$ cat config.mk
export PLATFORM = sky130hd
export DESIGN_NAME = hawk_line_swapper
export DESIGN_NICKNAME = d
export VERILOG_FILES = /design/src/rtl/hawk_line_swapper.sv
export SDC_FILE = /design/constraint.sdc
export NUM_CORES = 2
export LEC_CHECK = 0
export ABC_AREA = 0
export BUFFER_PORTS_ARGS = -buffer_cell sky130_fd_sc_hd__buf_2
export CAP_MARGIN = 20
export CELL_PAD_IN_SITES_DETAIL_PLACEMENT = 1
export CELL_PAD_IN_SITES_GLOBAL_PLACEMENT = 1
export CORE_AREA = 2 2 468 470
export CTS_BUF_LIST = sky130_fd_sc_hd__clkbuf_4 sky130_fd_sc_hd__clkbuf_8 sky130_fd_sc_hd__clkbuf_16
export DETAILED_ROUTE_END_ITERATION = 16
export DIE_AREA = 0 0 470 472
export HOLD_SLACK_MARGIN = 0.1
export MAX_ROUTING_LAYER = met4
export PLACE_DENSITY_LB_ADDON = 0.1
export SKIP_CTS_REPAIR_TIMING = 1
export SLEW_MARGIN = 20
export SYNTH_ARGS = -nofsm -noshare
export SYNTH_HDL_FRONTEND = slang
export SYNTH_SLANG_ARGS = --single-unit
$ cat constraint.sdc
create_clock -name clk_i -period 58.2 [get_ports clk_i]
set_input_delay 0 -clock clk_i [delete_from_list [all_inputs] [get_ports clk_i]]
set_output_delay 0 -clock clk_i [all_outputs]
set_load 0.01 [all_outputs]
$ cat src/rtl/hawk_line_swapper.sv
// Registered byte-swap / byte-reverse of whole lines with handshake counter and sticky mode-3 flag.
// Optional HAWK_SWAP_SKID_EN adds a skid entry so in_ready_o no longer depends on out_ready_i.
module hawk_line_swapper #(
    parameter int DATA_W     = 512,
    parameter int SWAP_BYTES = 8
) (
    input  logic                clk_i,
    input  logic                rst_i,
    input  logic                in_valid_i,
    output logic                in_ready_o,
    input  logic [DATA_W-1:0]   in_data_i,
    input  logic [DATA_W/8-1:0] in_strb_i,
    input  logic [1:0]          in_mode_i,
    output logic                out_valid_o,
    input  logic                out_ready_i,
    output logic [DATA_W-1:0]   out_data_o,
    output logic [DATA_W/8-1:0] out_strb_o,
    input  logic                clr_i,
    output logic [31:0]         xfer_cnt_o,
    output logic                mode_err_o
);
    localparam int NB = DATA_W / 8;
    localparam int SB = (SWAP_BYTES > 0) ? SWAP_BYTES : 1;

    if (DATA_W < 8 || (DATA_W % 8) != 0 || SWAP_BYTES < 1 || (NB % SB) != 0) begin : g_bad_cfg
        $fatal(1, "hawk_line_swapper: DATA_W must be a multiple of 8 and SWAP_BYTES must divide DATA_W/8");
    end

    // Handshakes: a line moves on a channel in any cycle where valid and ready are both 1;
    // valid never waits on ready, and a stalled output holds data/strobe until taken.
    logic                in_fire;
    logic                out_fire;
    logic [DATA_W-1:0]   xf_data;
    logic [NB-1:0]       xf_strb;
    logic                out_valid_q;
    logic [DATA_W-1:0]   out_data_q;
    logic [NB-1:0]       out_strb_q;
    logic [31:0]         cnt_q;
    logic                err_q;

    assign in_fire  = in_valid_i && in_ready_o;
    assign out_fire = out_valid_q && out_ready_i;

    // Both mappings are involutions, so output byte b simply picks input byte ws/rv.
    for (genvar b = 0; b < NB; b++) begin : g_byte
        localparam int WS = (b / SB) * SB + (SB - 1 - (b % SB));
        localparam int RV = NB - 1 - b;
        assign xf_data[8*b +: 8] = (in_mode_i == 2'd1) ? in_data_i[8*WS +: 8] :
                                   (in_mode_i == 2'd2) ? in_data_i[8*RV +: 8] :
                                                         in_data_i[8*b +: 8];
        assign xf_strb[b]        = (in_mode_i == 2'd1) ? in_strb_i[WS] :
                                   (in_mode_i == 2'd2) ? in_strb_i[RV] :
                                                         in_strb_i[b];
    end

`ifdef HAWK_SWAP_SKID_EN
    logic                skid_valid_q;
    logic [DATA_W-1:0]   skid_data_q;
    logic [NB-1:0]       skid_strb_q;

    assign in_ready_o = !skid_valid_q && !rst_i;

    always_ff @(posedge clk_i) begin
        if (rst_i) begin
            out_valid_q  <= 1'b0;
            skid_valid_q <= 1'b0;
        end else if (!out_valid_q || out_ready_i) begin
            if (skid_valid_q) begin
                out_valid_q  <= 1'b1;
                out_data_q   <= skid_data_q;
                out_strb_q   <= skid_strb_q;
                skid_valid_q <= 1'b0;
            end else begin
                out_valid_q <= in_fire;
                if (in_fire) begin
                    out_data_q <= xf_data;
                    out_strb_q <= xf_strb;
                end
            end
        end else if (in_fire) begin
            skid_valid_q <= 1'b1;
            skid_data_q  <= xf_data;
            skid_strb_q  <= xf_strb;
        end
    end
`else
    assign in_ready_o = !rst_i && (!out_valid_q || out_ready_i);

    always_ff @(posedge clk_i) begin
        if (rst_i) begin
            out_valid_q <= 1'b0;
        end else if (in_ready_o) begin
            out_valid_q <= in_valid_i;
            if (in_valid_i) begin
                out_data_q <= xf_data;
                out_strb_q <= xf_strb;
            end
        end
    end
`endif

    always_ff @(posedge clk_i) begin
        if (rst_i || clr_i) begin
            cnt_q <= 32'd0;
            err_q <= 1'b0;
        end else begin
            if (out_fire) begin
                cnt_q <= cnt_q + 32'd1;
            end
            if (in_fire && in_mode_i == 2'd3) begin
                err_q <= 1'b1;
            end
        end
    end

    assign out_valid_o = out_valid_q;
    assign out_data_o  = out_data_q;
    assign out_strb_o  = out_strb_q;
    assign xfer_cnt_o  = cnt_q;
    assign mode_err_o  = err_q;
endmodule
==> metrics.md <==
| Metric | Value |
|---|---|
| Pwr dens | approximately 23 nW/um2 |
| I/O Pins | between 1k and 1.5k |
| Drt pass-1 iters | 5 |
| Core region area | between 200000 and 250000 um2 |
| Status | finished clean |
| Worst r2r path cells | 5 |
| DPL Wire Length | around 140000 um |
| Final Slew Violations | 0 |
| Clk sinks | 610 |
| Setup crit end kind | register |
| Flop pwr share | around two fifths |
| Netlist cell types | 32 |
| Worst path arrival time | roughly 6.3 ns |
| Post-synthesis async set-or-reset flop share | 0% |
| Hold WC Path Type | in2reg |
| CP Launch Point | in_mode_i[1] |
| Die Area | approximately 220000 um2 |
| Vias per inst | ~4.3 |
| Flops & latches, synth | 610 |
| Setup TNS | 0 ns |
| Register area share after synthesis | 53.2% |
| Footprint of the multi-input gates | approximately 15000 um2 |
| Synth area leader | edfxtp_1 |
| Synthesized Nets | roughly 4k |
| Final Hold Fails | 0 |
| Clock Power Share | approximately 41% |
| Clock skew | 0.0511 ns |
| Ys flop type | edfxtp_1 |
| Final-report setup violation count | 0 |
| TritonCTS buffer count | 94 |
| H-tree depth | 3 |
| Syn Std Cell Area | 33800 um2 |
| Dpl cells | 7135 |
| Non-Filler Instances | 8658 |
| GRT Residual Overflow | 0 |
| Reg2Reg Launch Point | out_valid_o |
| Psw | slightly below 400 uW |
| Final WL | ~180000 um |
| Post-synth EDFFs | roughly 580 |
| Min Tclk post-route | roughly 6 ns |
| Synth top area share | around 51% |
| Flop-to-flop setup slack | about 55 ns |
| Starting Density | 15.6% |
| Clock Latency Late Sink | between 0.7 and 0.8 ns |
| Power Total | about 1400 uW |
| Largest net degree at the start of global routing | around 250 |
| Initial antenna violation count | 95 |
| Max VDD drop | 0.0000192 V |
| Ratio of cells with drive above 1 in the final layout | between 20% and 30% |
| Global-route wire length before repair | 242000 um |
| Root Buffer | clkbuf_16 |
| PortBufs | roughly 1.2k |
| Die X | between 400 and 500 um |
| Sw Share | between 20% and 30% |
| Synth Instances | 3393 |
| Worst Setup EP | out_data_o[8] |
| Leading post-synthesis cells by cell area | edfxtp_1, o21ai_0, o211ai_1, nand2b_1, clkbuf_1 |
| GPL Wtd Cong | between 0.8 and 0.9 |
| First-iteration detailed-routing DRC count | between 1.5k and 2k |
| RSZ-0062 raised after global routing | false |
| CP startpoint kind | input port |
| Syn_area_per_cell | ~10 um2 |
| Filler Cell Count | approximately 25k |
| CTS tree | done |
| Kind of critical path | in2reg |
| Worst Tran Pin Value | 1.06 ns |
| Number of cell rows | about 170 |
| Die Ht | between 400 and 500 um |
| Ratio of final minimum period to clock period | between 10% and 20% |
| DR vias | about 37k |
| Final nets | around 6.2k |
| Max Cap Viol | 0 |
| Fin util | 26.9% |
| YS warnings | 0 |
| Capturing point of the worst reg2reg path | out_data_o[55] |
| Leakage Power | a little over 0.02 uW |
| Area Growth Syn to Fin | 72.4% |
| CP max FO | between 200 and 300 |
| Critical Path RT | a little under 60 ns |
| Slew headroom | about 30% |
| Post-route ant nets | 0 |
| Internal | 973 uW |
| Comb pwr share | about a fifth |
| Reg area | ~18000 um2 |
| DRC errors left | 0 |
| Total track usage | ~15% |
| Clock buffer depth | 3 |
| Clk slew on worst S/H paths | 0.06 ns |
| Fmax | between 0.15 and 0.2 GHz |
| Vias in the first global route | 32.0k |
| WL/cell | approximately 21 um |
==> worst max-delay path, stage by stage <==
cell,delay (ns)
buf_8,0.56
buf_4,0.82
buf_12,0.71
buf_4,0.80
buf_12,0.52
buf_4,0.81
nand2b_1,0.17
o211ai_1,0.14
dlygate4sd3_1,0.57
o21ai_0,0.09
dlygate4sd3_1,0.61
==> layout make-up <==
cell class	count	area share [%]
Tap cell	2854	6.12
Sequential cell	610	30.8
Inverter	3	0.0193
Clock buffer	119	4.42
Antenna cell	84	0.360
Clock inverter	48	0.646
Multi-Input combinational cell	2446	25.0
Timing Repair Buffer	2494	32.6
==> state kept, by name, indices dropped and copies added, names as in the netlist <==
signal       count
out_valid_o      1
out_data_o     512
xfer_cnt_o      32
mode_err_o       1
out_strb_o      64
==> cell usage in the layout (no fill, tap or decap), types with 18 or more instances in the layout <==
cell type / n
clkinv_2: 20
buf_2: 1191
clkbuf_16: 95
nor2_1: 18
edfxtp_1: 576
clkinv_1: 19
buf_4: 22
diode_2: 84
a21oi_1: 19
dfxtp_1: 34
clkbuf_4: 21
o211ai_1: 576
o21ai_0: 1156
dlygate4sd3_1: 1272
nand2b_1: 576
==> through the flow <==
stage	instance area, um2	setup WS (ns)	hold WS [ns]
2_1_floorplan	33800	13.58	0.0475
3_3_place_gp	42400	52.90	0.255
3_5_place_dp	42400	52.74	0.243
4_1_cts	45400	53.57	-0.613
5_1_grt	58300	51.77	0.110
6_report	58300	52.34	0.0266
==> Yosys cell counts, types with 4 or more instances <==
| library cell | count |
|---|---|
| a21oi_1 | 19 |
| or3_1 | 4 |
| nand4_1 | 11 |
| xor2_1 | 9 |
| clkbuf_1 | 313 |
| o211ai_1 | 576 |
| o31ai_1 | 14 |
| nand2b_1 | 576 |
| nand3_1 | 11 |
| edfxtp_1 | 576 |
| dfxtp_1 | 34 |
| nand2_1 | 12 |
| nor2_1 | 18 |
| and4_1 | 5 |
| or4_1 | 14 |
| buf_1 | 14 |
| o21ai_0 | 1156 |
| buf_2 | 6 |
| and3_1 | 4 |
==> logic make-up (layout without fill, tap and decap cells) <==
family                     count (synthesis)  count (layout)  synth area share, %
AOI/OAI and AO/OA                       1770            1770                 30.6
xor gates and xnor gates                  11              11                0.285
buffers and inverters                    337            2664                 3.78
and+or+nand+nor                          664             664                 12.1
adders and majority gates                  1               1               0.0370
DFF                                      610             610                 53.2
other                                      0              84                    0
==> power by group through the flow <==
stage               sequential, uW  clock (uW)  combinational, uW
floorplan                      565           0               86.0
global route                   520         602                309
detailed placement             528           0                188
CTS                            519         590                189
finish                         518         561                279
global placement               528           0                188
==> how the worst min path moves through the flow <==
| stage | end | depth (start not counted) | slack (ns) | startpoint |
|---|---|---|---|---|
| global route | out_data_o[102] | 4 | 0.11 | in_mode_i[1] |
| floorplan | in_ready_o | 1 | 0.05 | rst_i |
| detailed placement | out_valid_o | 3 | 0.24 | in_valid_i |
| CTS | out_valid_o | 3 | -0.61 | in_valid_i |
| finish | out_data_o[102] | 4 | 0.03 | in_mode_i[1] |
| global placement | out_valid_o | 3 | 0.26 | in_valid_i |
==> routing by layer <==
metal	vias up	part of all wire, %	routed length (um)	GRT usage (%)
met5	-	0	0	-
met4	0	3.1	5580	5.13
met3	236	8.2	15000	7.90
met2	959	51	92600	26.8
met1	17900	38	69000	14.8
li1	17700	-	-	-
(Power assumes the default switching activity.)
